### src/rtl/nn_pkg.sv
// Shared types and constants for the inference sequencer and its argmax scanner.
package nn_pkg;

  localparam int unsigned NUM_CLASSES = 10;
  localparam int unsigned PROB_W      = 16;
  localparam int unsigned CLASS_W     = 4;
  localparam int unsigned SM_BUS_W    = NUM_CLASSES * PROB_W;

  typedef logic [PROB_W-1:0] prob_t;

  // Softmax result vector; class k occupies bits [16k+15:16k].
  typedef logic [NUM_CLASSES-1:0][PROB_W-1:0] prob_vec_t;

  typedef enum logic [3:0] {
    ST_IDLE   = 4'd0,
    ST_RUN1   = 4'd1,
    ST_WAIT1  = 4'd2,
    ST_RUN2   = 4'd3,
    ST_WAIT2  = 4'd4,
    ST_RUN3   = 4'd5,
    ST_WAIT3  = 4'd6,
    ST_WAITSM = 4'd7,
    ST_ARGMAX = 4'd8,
    ST_FIN    = 4'd9
  } seq_state_e;

endpackage

### src/rtl/layer_sequencer_argmax_seq.sv
// Sequential argmax over the softmax vector: one class per cycle, unsigned,
// strictly-greater replacement so ties keep the lowest index.
module argmax_seq
  import nn_pkg::*;
(
  input  logic               clk,
  input  logic               rst,
  input  logic               load,
  input  prob_vec_t          bus,
  output logic               done,
  output logic [CLASS_W-1:0] index
);

  localparam int unsigned LAST_CLASS = NUM_CLASSES - 1;

  prob_vec_t          bus_q;
  logic [CLASS_W-1:0] cls_q;
  prob_t              best_q;
  logic               active_q;
  prob_t              cand_c;

  assign cand_c = bus_q[cls_q];

  // Load snapshot, then walk classes 0..9 keeping the running best.
  always_ff @(posedge clk) begin
    if (rst) begin
      bus_q    <= '0;
      cls_q    <= '0;
      best_q   <= '0;
      index    <= '0;
      active_q <= 1'b0;
      done     <= 1'b0;
    end else begin
      done <= 1'b0;
      if (load) begin
        bus_q    <= bus;
        cls_q    <= '0;
        best_q   <= '0;
        index    <= '0;
        active_q <= 1'b1;
      end else if (active_q) begin
        if (cand_c > best_q) begin
          best_q <= cand_c;
          index  <= cls_q;
        end
        if (cls_q == CLASS_W'(LAST_CLASS)) begin
          cls_q    <= '0;
          active_q <= 1'b0;
          done     <= 1'b1;
        end else begin
          cls_q <= cls_q + CLASS_W'(1);
        end
      end
    end
  end

endmodule

### src/rtl/layer_sequencer.sv
// Drives one inference through three layers, waits for softmax and reports
// the argmax class. Optional wait-state watchdog: define SEQ_WATCHDOG_EN.
module layer_sequencer
  import nn_pkg::*;
#(
  parameter int unsigned L1_N        = 784,
  parameter int unsigned L2_N        = 128,
  parameter int unsigned L3_N        = 32,
  parameter int unsigned ADDR_W      = 10,
  parameter int unsigned TIMEOUT_CYC = 4096
) (
  input  logic                clk,
  input  logic                rst,
  input  logic                start,
  input  logic                l1_done,
  input  logic                l2_done,
  input  logic                l3_done,
  input  logic                sm_valid,
  input  logic [SM_BUS_W-1:0] sm_bus,
  output logic [ADDR_W-1:0]   addr,
  output logic                l1_run,
  output logic                l2_run,
  output logic                l3_run,
  output logic                busy,
  output logic                done,
  output logic [CLASS_W-1:0]  prediction,
  output logic                err
);

  // Reject configurations the address counter or watchdog cannot represent.
  if (((64'd1 << ADDR_W) < 64'(L1_N)) || ((64'd1 << ADDR_W) < 64'(L2_N)) ||
      ((64'd1 << ADDR_W) < 64'(L3_N)) || (TIMEOUT_CYC < 2)) begin : g_bad_config
    $error("layer_sequencer: ADDR_W too narrow for a layer size, or TIMEOUT_CYC < 2");
  end

  seq_state_e         state_q, state_c;
  prob_vec_t          sm_q, sm_n;
  logic               amx_load_q, amx_load_n;
  logic               amx_done;
  logic [CLASS_W-1:0] amx_index;

  logic [ADDR_W-1:0]  addr_n;
  logic               l1_run_n, l2_run_n, l3_run_n;
  logic               busy_n, done_n;
  logic [CLASS_W-1:0] pred_n;

`ifdef SEQ_WATCHDOG_EN
  localparam int unsigned WD_W = $clog2(TIMEOUT_CYC + 1);
  logic [WD_W-1:0] wd_q, wd_n;
  logic            wd_fire_c;
  logic            err_n;
`endif

  // State and registered outputs.
  always_ff @(posedge clk) begin
    if (rst) begin
      state_q    <= ST_IDLE;
      sm_q       <= '0;
      amx_load_q <= 1'b0;
      addr       <= '0;
      l1_run     <= 1'b0;
      l2_run     <= 1'b0;
      l3_run     <= 1'b0;
      busy       <= 1'b0;
      done       <= 1'b0;
      prediction <= '0;
`ifdef SEQ_WATCHDOG_EN
      wd_q       <= '0;
      err        <= 1'b0;
`endif
    end else begin
      state_q    <= state_c;
      sm_q       <= sm_n;
      amx_load_q <= amx_load_n;
      addr       <= addr_n;
      l1_run     <= l1_run_n;
      l2_run     <= l2_run_n;
      l3_run     <= l3_run_n;
      busy       <= busy_n;
      done       <= done_n;
      prediction <= pred_n;
`ifdef SEQ_WATCHDOG_EN
      wd_q       <= wd_n;
      err        <= err_n;
`endif
    end
  end

  // Next-state: layer handshakes are honoured only in their own wait state.
  always_comb begin
    state_c = state_q;
`ifdef SEQ_WATCHDOG_EN
    wd_fire_c = 1'b0;
`endif
    unique case (state_q)
      ST_IDLE:   if (start)                          state_c = ST_RUN1;
      ST_RUN1:   if (addr == ADDR_W'(L1_N - 1))      state_c = ST_WAIT1;
      ST_WAIT1:  if (l1_done)                        state_c = ST_RUN2;
      ST_RUN2:   if (addr == ADDR_W'(L2_N - 1))      state_c = ST_WAIT2;
      ST_WAIT2:  if (l2_done)                        state_c = ST_RUN3;
      ST_RUN3:   if (addr == ADDR_W'(L3_N - 1))      state_c = ST_WAIT3;
      ST_WAIT3:  if (l3_done)                        state_c = ST_WAITSM;
      ST_WAITSM: if (sm_valid)                       state_c = ST_ARGMAX;
      ST_ARGMAX: if (amx_done)                       state_c = ST_FIN;
      ST_FIN:                                        state_c = ST_IDLE;
      default:                                       state_c = ST_IDLE;
    endcase
`ifdef SEQ_WATCHDOG_EN
    // A handshake arriving on the last allowed cycle still wins over the timeout.
    if ((state_q inside {ST_WAIT1, ST_WAIT2, ST_WAIT3, ST_WAITSM}) &&
        (state_c == state_q) && (wd_q == WD_W'(TIMEOUT_CYC - 1))) begin
      wd_fire_c = 1'b1;
      state_c   = ST_IDLE;
    end
`endif
  end

  // Output and datapath next values, aligned with the next state.
  always_comb begin
    addr_n     = '0;
    l1_run_n   = (state_c == ST_RUN1);
    l2_run_n   = (state_c == ST_RUN2);
    l3_run_n   = (state_c == ST_RUN3);
    busy_n     = (state_c != ST_IDLE);
    done_n     = (state_c == ST_FIN);
    pred_n     = prediction;
    sm_n       = sm_q;
    amx_load_n = 1'b0;

    if ((state_c == state_q) && (state_q inside {ST_RUN1, ST_RUN2, ST_RUN3})) begin
      addr_n = addr + ADDR_W'(1);
    end
    if ((state_q == ST_WAITSM) && sm_valid) begin
      sm_n       = prob_vec_t'(sm_bus);
      amx_load_n = 1'b1;
    end
    if ((state_q == ST_ARGMAX) && amx_done) begin
      pred_n = amx_index;
    end

`ifdef SEQ_WATCHDOG_EN
    wd_n  = '0;
    err_n = err;
    if ((state_c == state_q) && (state_q inside {ST_WAIT1, ST_WAIT2, ST_WAIT3, ST_WAITSM})) begin
      wd_n = wd_q + WD_W'(1);
    end
    if ((state_q == ST_IDLE) && start) begin
      err_n = 1'b0;
    end
    if (wd_fire_c) begin
      err_n = 1'b1;
    end
`endif
  end

`ifndef SEQ_WATCHDOG_EN
  assign err = 1'b0;
`endif

  argmax_seq u_argmax (
    .clk   (clk),
    .rst   (rst),
    .load  (amx_load_q),
    .bus   (sm_q),
    .done  (amx_done),
    .index (amx_index)
  );

endmodule

### config.mk
export PLATFORM = sky130hd
export DESIGN_NAME = layer_sequencer
export DESIGN_NICKNAME = d
export VERILOG_FILES = /design/src/rtl/nn_pkg.sv /design/src/rtl/layer_sequencer_argmax_seq.sv /design/src/rtl/layer_sequencer.sv
export SDC_FILE = /design/constraint.sdc
export NUM_CORES = 1
export LEC_CHECK = 0
export CORE_MARGIN = 8
export CORE_UTILIZATION = 59
export CTS_CLUSTER_SIZE = 40
export DETAILED_ROUTE_END_ITERATION = 10
export GPL_ROUTABILITY_DRIVEN = 0
export PLACE_DENSITY = 0.84
export SETUP_SLACK_MARGIN = 0.15
export SYNTH_ARGS = -nofsm -noshare
export SYNTH_HDL_FRONTEND = slang
export SYNTH_SLANG_ARGS = --single-unit
### constraint.sdc
create_clock -name clk -period 7 [get_ports clk]
set_clock_uncertainty 0.2 [all_clocks]
set_input_delay 1.05 -clock clk [delete_from_list [all_inputs] [get_ports clk]]
set_output_delay 1.05 -clock clk [all_outputs]
set_load 0.1 [all_outputs]
# Word level (Yosys, flattened, before mapping)
# Cells that the tools add are included.
[word_totals] regBits=370 in_bits=167 output_inout_bits=20
[op_classes] n_addsub=2 order_cmp=2 n_eq_ne=17 n_mux=18 bitwise_logic=2 reduce_logical=10
[op_table] cell="16-bit binary-select mux with 4-bit select" count=1
[op_table] cell="4-bit two-way mux" count=10
[op_table] cell="4-bit one-hot mux with 9 select lines" count=1
[op_table] cell="4-bit by 3-bit equality test with 1-bit output (second input constant)" count=5
[op_table] cell="16-bit greater-than comparator" count=1
[op_table] cell="16-bit two-way mux" count=1
[op_table] cell="4-bit by 2-bit equality test with 1-bit output (second input constant)" count=3
[op_table] cell="4-bit equality test (second input constant)" count=3
[op_table] cell="10-bit by 1-bit adder with 10-bit output (second input constant)" count=1
[op_table] cell="10-bit equality test (second input constant)" count=1
[op_table] cell="10-bit by 5-bit equality test with 1-bit output (second input constant)" count=1
[op_table] cell="10-bit by 7-bit equality test with 1-bit output (second input constant)" count=1
[op_table] cell="4-bit by 1-bit equality test with 1-bit output (second input constant)" count=2
[op_table] cell="4-bit by 5-bit < comparator with 1-bit output (second input constant)" count=1
[op_table] cell="1-bit two-way mux" count=5
[op_table] cell="4-bit by 1-bit adder with 4-bit output (second input constant)" count=1
[op_table] cell="4-bit equality test" count=1
[op_table] cell="4-bit logical NOT" count=1
[op_table] cell="4-bit nonzero test" count=1
[op_table] cell="2-bit OR reduction" count=2
[op_table] cell="1-bit logical AND" count=3
[op_table] cell="3-bit nonzero test" count=1
[op_table] cell="3-bit OR reduction" count=1
[op_table] cell="1-bit NOT" count=2
[op_table] cell="2-bit AND reduction" count=1

# Logic depth before layout (Yosys ltp)
# Gate-level depths: netlist of the first run.
[depth] ltp_word=7 mapped_depth=12 depth_no_buf=9

# Cells and area by module
# From an unflattened synthesis of the first run, not the netlist that was laid out.
[unflattened] cells_unflattened=1646 area_unflattened_um2=15182.1
[by_module_without_submodules] mod="argmax_seq" n_inst=1 cells_each=832 area_per_inst_um2=8549.4
[by_module_without_submodules] mod="layer_sequencer" n_inst=1 cells_each=814 area_per_inst_um2=6632.6

# Least setup slack after synthesis of the first run
# OpenSTA, ideal clock, no wires.
[synth_timing] path_kind="register -> register" startpoint="register u_argmax.cls_q[0]" endpoint="register u_argmax.best_q[0]" setup_time_ns=0.072 t_arrival_ns=3.136 t_required_ns=6.728 setup_slack_ns=3.592 stages_incl_launch_ff=13 n_path_buf=3 path_cell_list="dfxtp_1 > buf_2 > buf_2 > mux4_2 > a22oi_1 > o21ai_0 > ha_1 > nor2b_1 > o211ai_1 > a2111o_1 > a31oi_1 > buf_2 > mux2i_1"
[synth_between] elab_chain_cells=4
[synth_rtl] element="start, declared" line_no="layer_sequencer_argmax_seq.sv:17" text="logic [CLASS_W-1:0] cls_q;"
[synth_rtl] element="start signal, assigned" line_no="layer_sequencer_argmax_seq.sv:51" text="cls_q <= cls_q + CLASS_W'(1);"
[synth_rtl] element="16-bit binary-select mux with 4-bit select" line_no="layer_sequencer_argmax_seq.sv:22" text="assign cand_c = bus_q[cls_q];"
[synth_rtl] element="16-bit two-way mux (implied by the code)" line_no="layer_sequencer_argmax_seq.sv:22"
[synth_rtl] element="net u_argmax.cand_c[1]" line_no="layer_sequencer_argmax_seq.sv:20" text="prob_t cand_c;"
[synth_rtl] element="16-bit greater-than comparator" line_no="layer_sequencer_argmax_seq.sv:42" text="if (cand_c > best_q) begin"
[synth_rtl] element="2-bit AND reduction (no source line)"
[synth_rtl] element="end signal, assigned" line_no="layer_sequencer_argmax_seq.sv:43" text="best_q <= cand_c;"
[synth_rtl] element="end, declared" line_no="layer_sequencer_argmax_seq.sv:18" text="prob_t best_q;"
# The timed path passes the listed nets, and every way through them passes these cells. The select of a mux whose other input is x is not followed.
# A chain may end at the register's enable or synchronous reset.

# Worst setup path in the final report of the first run
[layout_timing] startpoint="register u_argmax.cls_q[0]" endpoint="register u_argmax.best_q[15]"
# The elaborated chain is that of the path after synthesis.

==> results of run 1 <==
-- cells by family after synthesis --
logic type | count (synthesis)
multiplexers | 233
buffers and inverters | 134
adder cells (fa/ha/maj) | 17
XOR/XNOR | 10
flip-flops | 370
AO/OA/AOI/OAI | 221
other | 1
AND/OR/NAND/NOR | 608
-- power groups by stage --
stage / clock network [mW] / registers, mW / logic [mW]
floorplan: 0 / 2.16 / 0.0428
global placement: 0 / 2.15 / 0.153
detailed placement: 0 / 2.15 / 0.154
CTS: 1.92 / 2.11 / 0.154
global route: 2.00 / 2.11 / 0.164
finish: 1.91 / 2.11 / 0.154
-- metal layers --
layer  vias up  routed length (um)  GRT usage, %
met3       131                3060          6.38
met5         -                   0         0.166
met4         0                1590          10.8
li1       5591                   -             -
met1      5622               15400          29.2
met2       486               18700          41.4
-- critical path, stage by stage (launching register included) --
cell and delay (ps):
dfxtp_4 960, mux4_2 610, a22oi_1 210, o21ai_0 200, ha_1 390, nand4_1 170, a2111o_1 390, a31oi_2 660
buf_4 380, mux2i_1 240
-- worst paths after layout --
check,to,slack (ps),depth (start not counted)
setup / recovery,u_argmax.best_q[15],2460,9
hold / removal,sm_q[102],260,2
setup reg to reg,u_argmax.best_q[15],2460,9
hold reg to reg,sm_q[102],260,2
-- flip-flops by register name (all words and copies together) (netlist names) --
signal,count
l2_run,1
l3_run,1
addr,10
u_argmax.active_q,1
state_q,4
u_argmax.best_q,16
busy,1
amx_load_q,1
u_argmax.cls_q,4
u_argmax.done,1
sm_q,160
u_argmax.index,4
done,1
u_argmax.bus_q,160
l1_run,1
prediction,4
-- cells in the mapped netlist, drive strengths merged, types with 6 or more instances --
cell	count
inv	20
nor3	10
a22oi	16
mux2i	200
buf	37
o21ai	19
nor2b	6
xnor2	7
ha	17
nor2	188
mux4	33
clkbuf	77
a21oi	173
nand4	6
dfxtp	370
nand2	368
nand3	8
-- stage by stage --
step	total power, mW	cell area [um^2]
2_1_floorplan	2.21	14700
3_3_place_gp	2.31	16600
3_5_place_dp	2.31	16600
4_1_cts	4.18	17700
5_1_grt	4.27	17700
6_report	4.17	17700
-- cell type report --
| cell class | count | area share (%) |
|---|---|---|
| Timing Repair Buffer | 196 | 11.0 |
| Clock buffer | 55 | 6.06 |
| Clock inverter | 7 | 0.508 |
| Inverter | 20 | 0.423 |
| Sequential cell | 370 | 41.8 |
| Tap cell | 324 | 2.29 |
| Multi-Input combinational cell | 1090 | 37.9 |
==> results.md, run 1 <==
- Ys flop type: dfxtp_1
- Post CTS Setup Buffer Count: 0
- Critical Path Source Type: register
- Worst Setup Slack, final: between 2000 and 2500 ps
- Int Pwr: 3.33 mW
- HP Class: register to register
- Avg Inst Size Synth: approximately 9.2 um^2
- Sw power: roughly 0.84 mW
- Largest family of logic cells by synthesized area: multiplexers
- # rows: 57
- Post-route DRC violation count: 0
- Die Ht: about 170 um
- ANT nets after route: 0
- Pre-antenna DRT Iters: 5
- Synth top area share: approximately 51%
- Initial antenna violation count: 0
- Multi-input logic area: roughly 6700 um^2
- Fillcell total: between 1.5k and 2k
- Hold wc startpoint: sm_q[102]
- Cells after synthesis: 1594
- Part of the power in combinational logic: around 3.7%
- Finished Layout Cells: around 2.1k
- Largest net degree at the start of global routing: roughly 190
- RSZ-0062 raised after global routing: no
- Iter 0 DRT Violations: ~1.2k
- Post-synthesis mux area share: a little under a fifth
- Sequential Power Share: 50.5%
- Most frequent cells in the layout: nand2_1 (368), dfxtp_1 (368), mux2i_1 (200), nor2_1 (187), clkdlybuf4s50_1 (184)
- Overall routing resource usage: 24.6%
- Endpoint class of the critical path: register
- P per Cell Area: ~240 nW/um^2
- FMAX: 220 MHz
- Final setup fails: 0
- Initial Utilization: roughly three fifths
- Core Region: 24400 um^2
- Yosys warnings: 0
- CTS tree: done
- CP max FO: between 50 and 60
- Grt ovf: 0
- Top Ports: around 190
- Switching portion of total power: between 20 and 25%
- DP Worst Slack: between 2000 and 3000 ps
- Simple-Gate Fraction of Synth Area: around 17%
- Leading area contributor after synthesis: dfxtp_1
- Relative max-transition margin: 25.0%
- Finished Core Util: between 70% and 80%
- Worst setup path startpoint: u_argmax.cls_q[0]
- Maximum vdd drop: roughly 0.15 mV
- Clk_lat worst skew: just over 500 ps
- Synth Area in XOR/XNOR: less than 1%
- Hold_buf cts: 0
- Data required, critical path: 7230 ps
- Vias in the first global route: about 12k
- Routed length per instance: 18.8 um
- Post-Synth Adder-Cell Area: 1.45%
- DP HPWL: ~27 mm
- Fin crit period: about 4500 ps
- Total number of vias: between 10k and 15k
- First-pass GRT wire length: between 60 and 70 mm
- ANT cells: 0
- Synth top area cells: dfxtp_1 (51%), mux2i_1 (14%), nand2_1 (9.4%)
- Post-synth EDFFs: 0
- Chip Width: between 150 and 200 um
- Synth Register Bits: 370
- CTS root buf: clkbuf_16
- Layout cell share with drive strength beyond 1: approximately 6.6%
- Data arrival time at the worst-slack endpoint: ~4800 ps
- Clock sinks: 370
- Area Growth Syn to Fin: 21.0%
- CTS clk-pin slew, worst paths: 60 ps
- Max Root-Sink Buffers: 3
- Crit path kind: register to register
- Clock network fraction of total power: 45.8%
- Placed cell count: around 2k
- Avg Vias per Cell: 5.74
- H-tree levels: 2
- Post-layout nets: about 1.9k
- Final count of pins violating max slew: 0
- Leakage power: 5.76 nW
- FF/Latch Area: roughly 7400 um^2
- Max-Cap Viols: 0
- Mapped cell area: 14700 um^2
- Worst r2r src: u_argmax.cls_q[0]
- Hold_ws: 256 ps
- Final worst path period share: 64.8%
- Status: finished, final reports clean
- Setup TNS Final: 0 ps
- Ys async rst share: 0%
- Number of buffers created by CTS: 37
- Post-synthesis sequential area ratio: between 50% and 60%
- Compound-Gate Fraction of Synth Area: approximately 8%
- CTS resizes: 0
- Total Routed Length: approximately 39 mm
- Mapped Nets: ~1.8k
- Worst Tran Pin Value: about 1100 ps
- Die area: 30100 um^2
- Library cells used by synthesis: 50
- I/O Buffers: about 190
- Final hold violation count: 0
(Power assumes the default switching activity.)
==> inputs of run 2 (changes only) <==
--- a/config.mk
+++ b/config.mk
@@ -6,11 +6,11 @@
 export NUM_CORES = 1
 export LEC_CHECK = 0
 export CORE_MARGIN = 8
-export CORE_UTILIZATION = 59
+export CORE_UTILIZATION = 55
 export CTS_CLUSTER_SIZE = 40
 export DETAILED_ROUTE_END_ITERATION = 10
 export GPL_ROUTABILITY_DRIVEN = 0
-export PLACE_DENSITY = 0.84
+export PLACE_DENSITY = 0.79
 export SETUP_SLACK_MARGIN = 0.15
 export SYNTH_ARGS = -nofsm -noshare
 export SYNTH_HDL_FRONTEND = slang
==> constraint.sdc (replaced) <==
create_clock -name clk -period 4.5 [get_ports clk]
set_clock_uncertainty 0.2 [all_clocks]
set_input_delay 0.675 -clock clk [delete_from_list [all_inputs] [get_ports clk]]
set_output_delay 0.675 -clock clk [all_outputs]
set_load 0.1 [all_outputs]
==> run 2 against run 1 <==
  * Critical path depth unchanged
  * Routed wire length shrank 1.2%
  * Count of clock-buffer cells in the layout grew 5
  * First-iteration DRC count shrank 16%
  * Hold slack worse by 3.3 ps
  * Clock power grew 59%
  * Maximum frequency is 22% higher
  * Power up 57%
  * Sequential share of layout area decreased by 0.34 points
  * Via count fell by 2.7%
  * Design area grew 0.83%
  * Cell count rose by 0.92%
  * Largest cell class unchanged
  * Largest power group unchanged
==> results.md, run 2 (synthesis results as in run 1) <==
- Gr busiest metal: met2
- Initial Utilization: between 50 and 60%
- CP max FO: 36
- CTS resizes: 0
- Total Routed Length: ~38 mm
- Post-route DRC violation count: 0
- Worst Tran Pin Value: between 1000 and 1500 ps
- Critical Path, Cell by Cell: mux4_2, a22oi_1, o21ai_0, ha_1, nand4_1, a2111o_1, a31oi_2, buf_4, mux2i_1
- Tot Pwr: ~6.6 mW
- Initial antenna violation count: 0
- Maximum vdd drop: 0.226 mV
- Core Region: about 26000 um^2
- Crit path to: u_argmax.index[0]
- Relative max-transition margin: 32.7%
- Routed length per instance: 18.4 um
- Clock sinks: 370
- Most frequent cells in the layout: nand2_1 (368), dfxtp_1 (368), mux2i_1 (200), nor2_1 (187), clkdlybuf4s50_1 (184)
- Die Ht: 179 um
- P per Cell Area: between 300 and 400 nW/um^2
- Worst setup path startpoint: u_argmax.cls_q[0]
- # rows: 59
- Worst path slowest cell: dfxtp_4
- Flop2flop setup slack: a little under 800 ps
- Finished Core Util: a little under 70%
- Max-Cap Viols: 0
- Worst Setup Slack, final: roughly 780 ps
- HP Class: register to register
- Largest net degree at the start of global routing: around 160
- Post-layout nets: 1904
- Iter 0 DRT Violations: 1015
- ANT cells: 0
- Die area: ~32000 um^2
- FMAX: ~270 MHz
- ANT nets after route: 0
- Leakage power: 5.83 nW
- I/O Buffers: approximately 190
- Final worst path period share: 82.6%
- Fillcell total: between 1.5k and 2k
- Avg Vias per Cell: about 5.5
- Setup TNS Final: 0 ps
- Multi-input logic area: 6710 um^2
- Clk_lat worst skew: between 500 and 600 ps
- Number of buffers created by CTS: 37
- DP HPWL: around 27 mm
- Crit path kind: register to register
- Status: finished, final reports clean
- CTS clk-pin slew, worst paths: 60 ps
- Final hold violation count: 0
- Total number of vias: approximately 12k
- Vias in the first global route: between 10k and 15k
- Data required, critical path: between 4000 and 5000 ps
- Pre-antenna DRT Iters: 5
- Layout cell share with drive strength beyond 1: under 10%
- Overall routing resource usage: around a quarter
- Met3 usage: 5.33%
- Final count of pins violating max slew: 0
- Data arrival time at the worst-slack endpoint: a little under 4000 ps
- Top Ports: about 190
- CTS tree: done
- Worst reg2reg path depth: 9
- Grt ovf: 0
- Hold_ws: ~250 ps
- Worst r2r src: u_argmax.cls_q[0]
- FF/Latch Area: roughly 7400 um^2
- Area Growth Syn to Fin: 22.0%
- Hold_buf cts: 0
- H-tree levels: 2
- Endpoint class of the critical path: register
- Largest stage delay, worst path: between 700 and 800 ps
- Max Root-Sink Buffers: 3
- FF-to-FF End: u_argmax.index[0]
- Met1 global-route usage: 28.8%
- Post CTS Setup Buffer Count: 0
- Top flop regs: sm_q: 160 flops, u_argmax.bus_q: 160 flops, u_argmax.best_q: 16 flops
- First-pass GRT wire length: slightly below 60 mm
- Chip Width: 179 um
- Grt met2 use: roughly two fifths
- DP Worst Slack: just over 800 ps
- RSZ-0062 raised after global routing: no
- Fin crit period: ~3700 ps
- Critical Path Source Type: register
- CTS root buf: clkbuf_16
- Final setup fails: 0
## run 2: worst max-delay path: cells and delay by family (launching register included)
| kind | cells | cell delay, ps |
|---|---|---|
| compound gates | 4 | 1020 |
| mux | 2 | 830 |
| flops | 1 | 770 |
| fa+ha+maj | 1 | 340 |
| buf+inv | 1 | 260 |
| simple gates | 1 | 180 |
## run 2: area by class of cell
cell class,instances,area share [%]
inverters,20,0.420
multi-input cells,1090,37.6
flip-flops and latches,370,41.5
clock inverters,5,0.161
repair buffers,201,11.4
clock buffers,60,6.63
well taps,335,2.34
## run 2: how the worst min path moves through the flow
stage	slack (ps)	end	cells past startpoint	startpoint
6_report	250	sm_q[40]	2	sm_q[40]
5_1_grt	270	sm_q[113]	2	sm_q[113]
4_1_cts	260	sm_q[113]	2	sm_q[113]
3_5_place_dp	250	sm_q[44]	2	sm_q[44]
3_3_place_gp	240	u_argmax.best_q[12]	2	u_argmax.best_q[12]
2_1_floorplan	230	sm_q[70]	2	sm_q[70]
## run 2: routing by layer
metal	vias up	wire length [um]	share of wire (%)
li1	5608	-	-
met1	5402	15800	41
met2	406	18000	47
met3	94	2800	7.3
met4	0	1550	4.1
met5	-	0	0
## run 2: power breakdown
part           total [mW]  internal [mW]  switching [mW]
Combinational       0.242          0.142          0.0999
Sequential           3.28           3.28         0.00211
Clock                3.03           1.80            1.23
## run 2: stage by stage
step | std cells | area [um^2]
finish | 2081 | 17900
global route | 2081 | 17900
CTS | 2081 | 17900
detailed placement | 2016 | 16700
global placement | 2016 | 16700
floorplan | 1594 | 14700
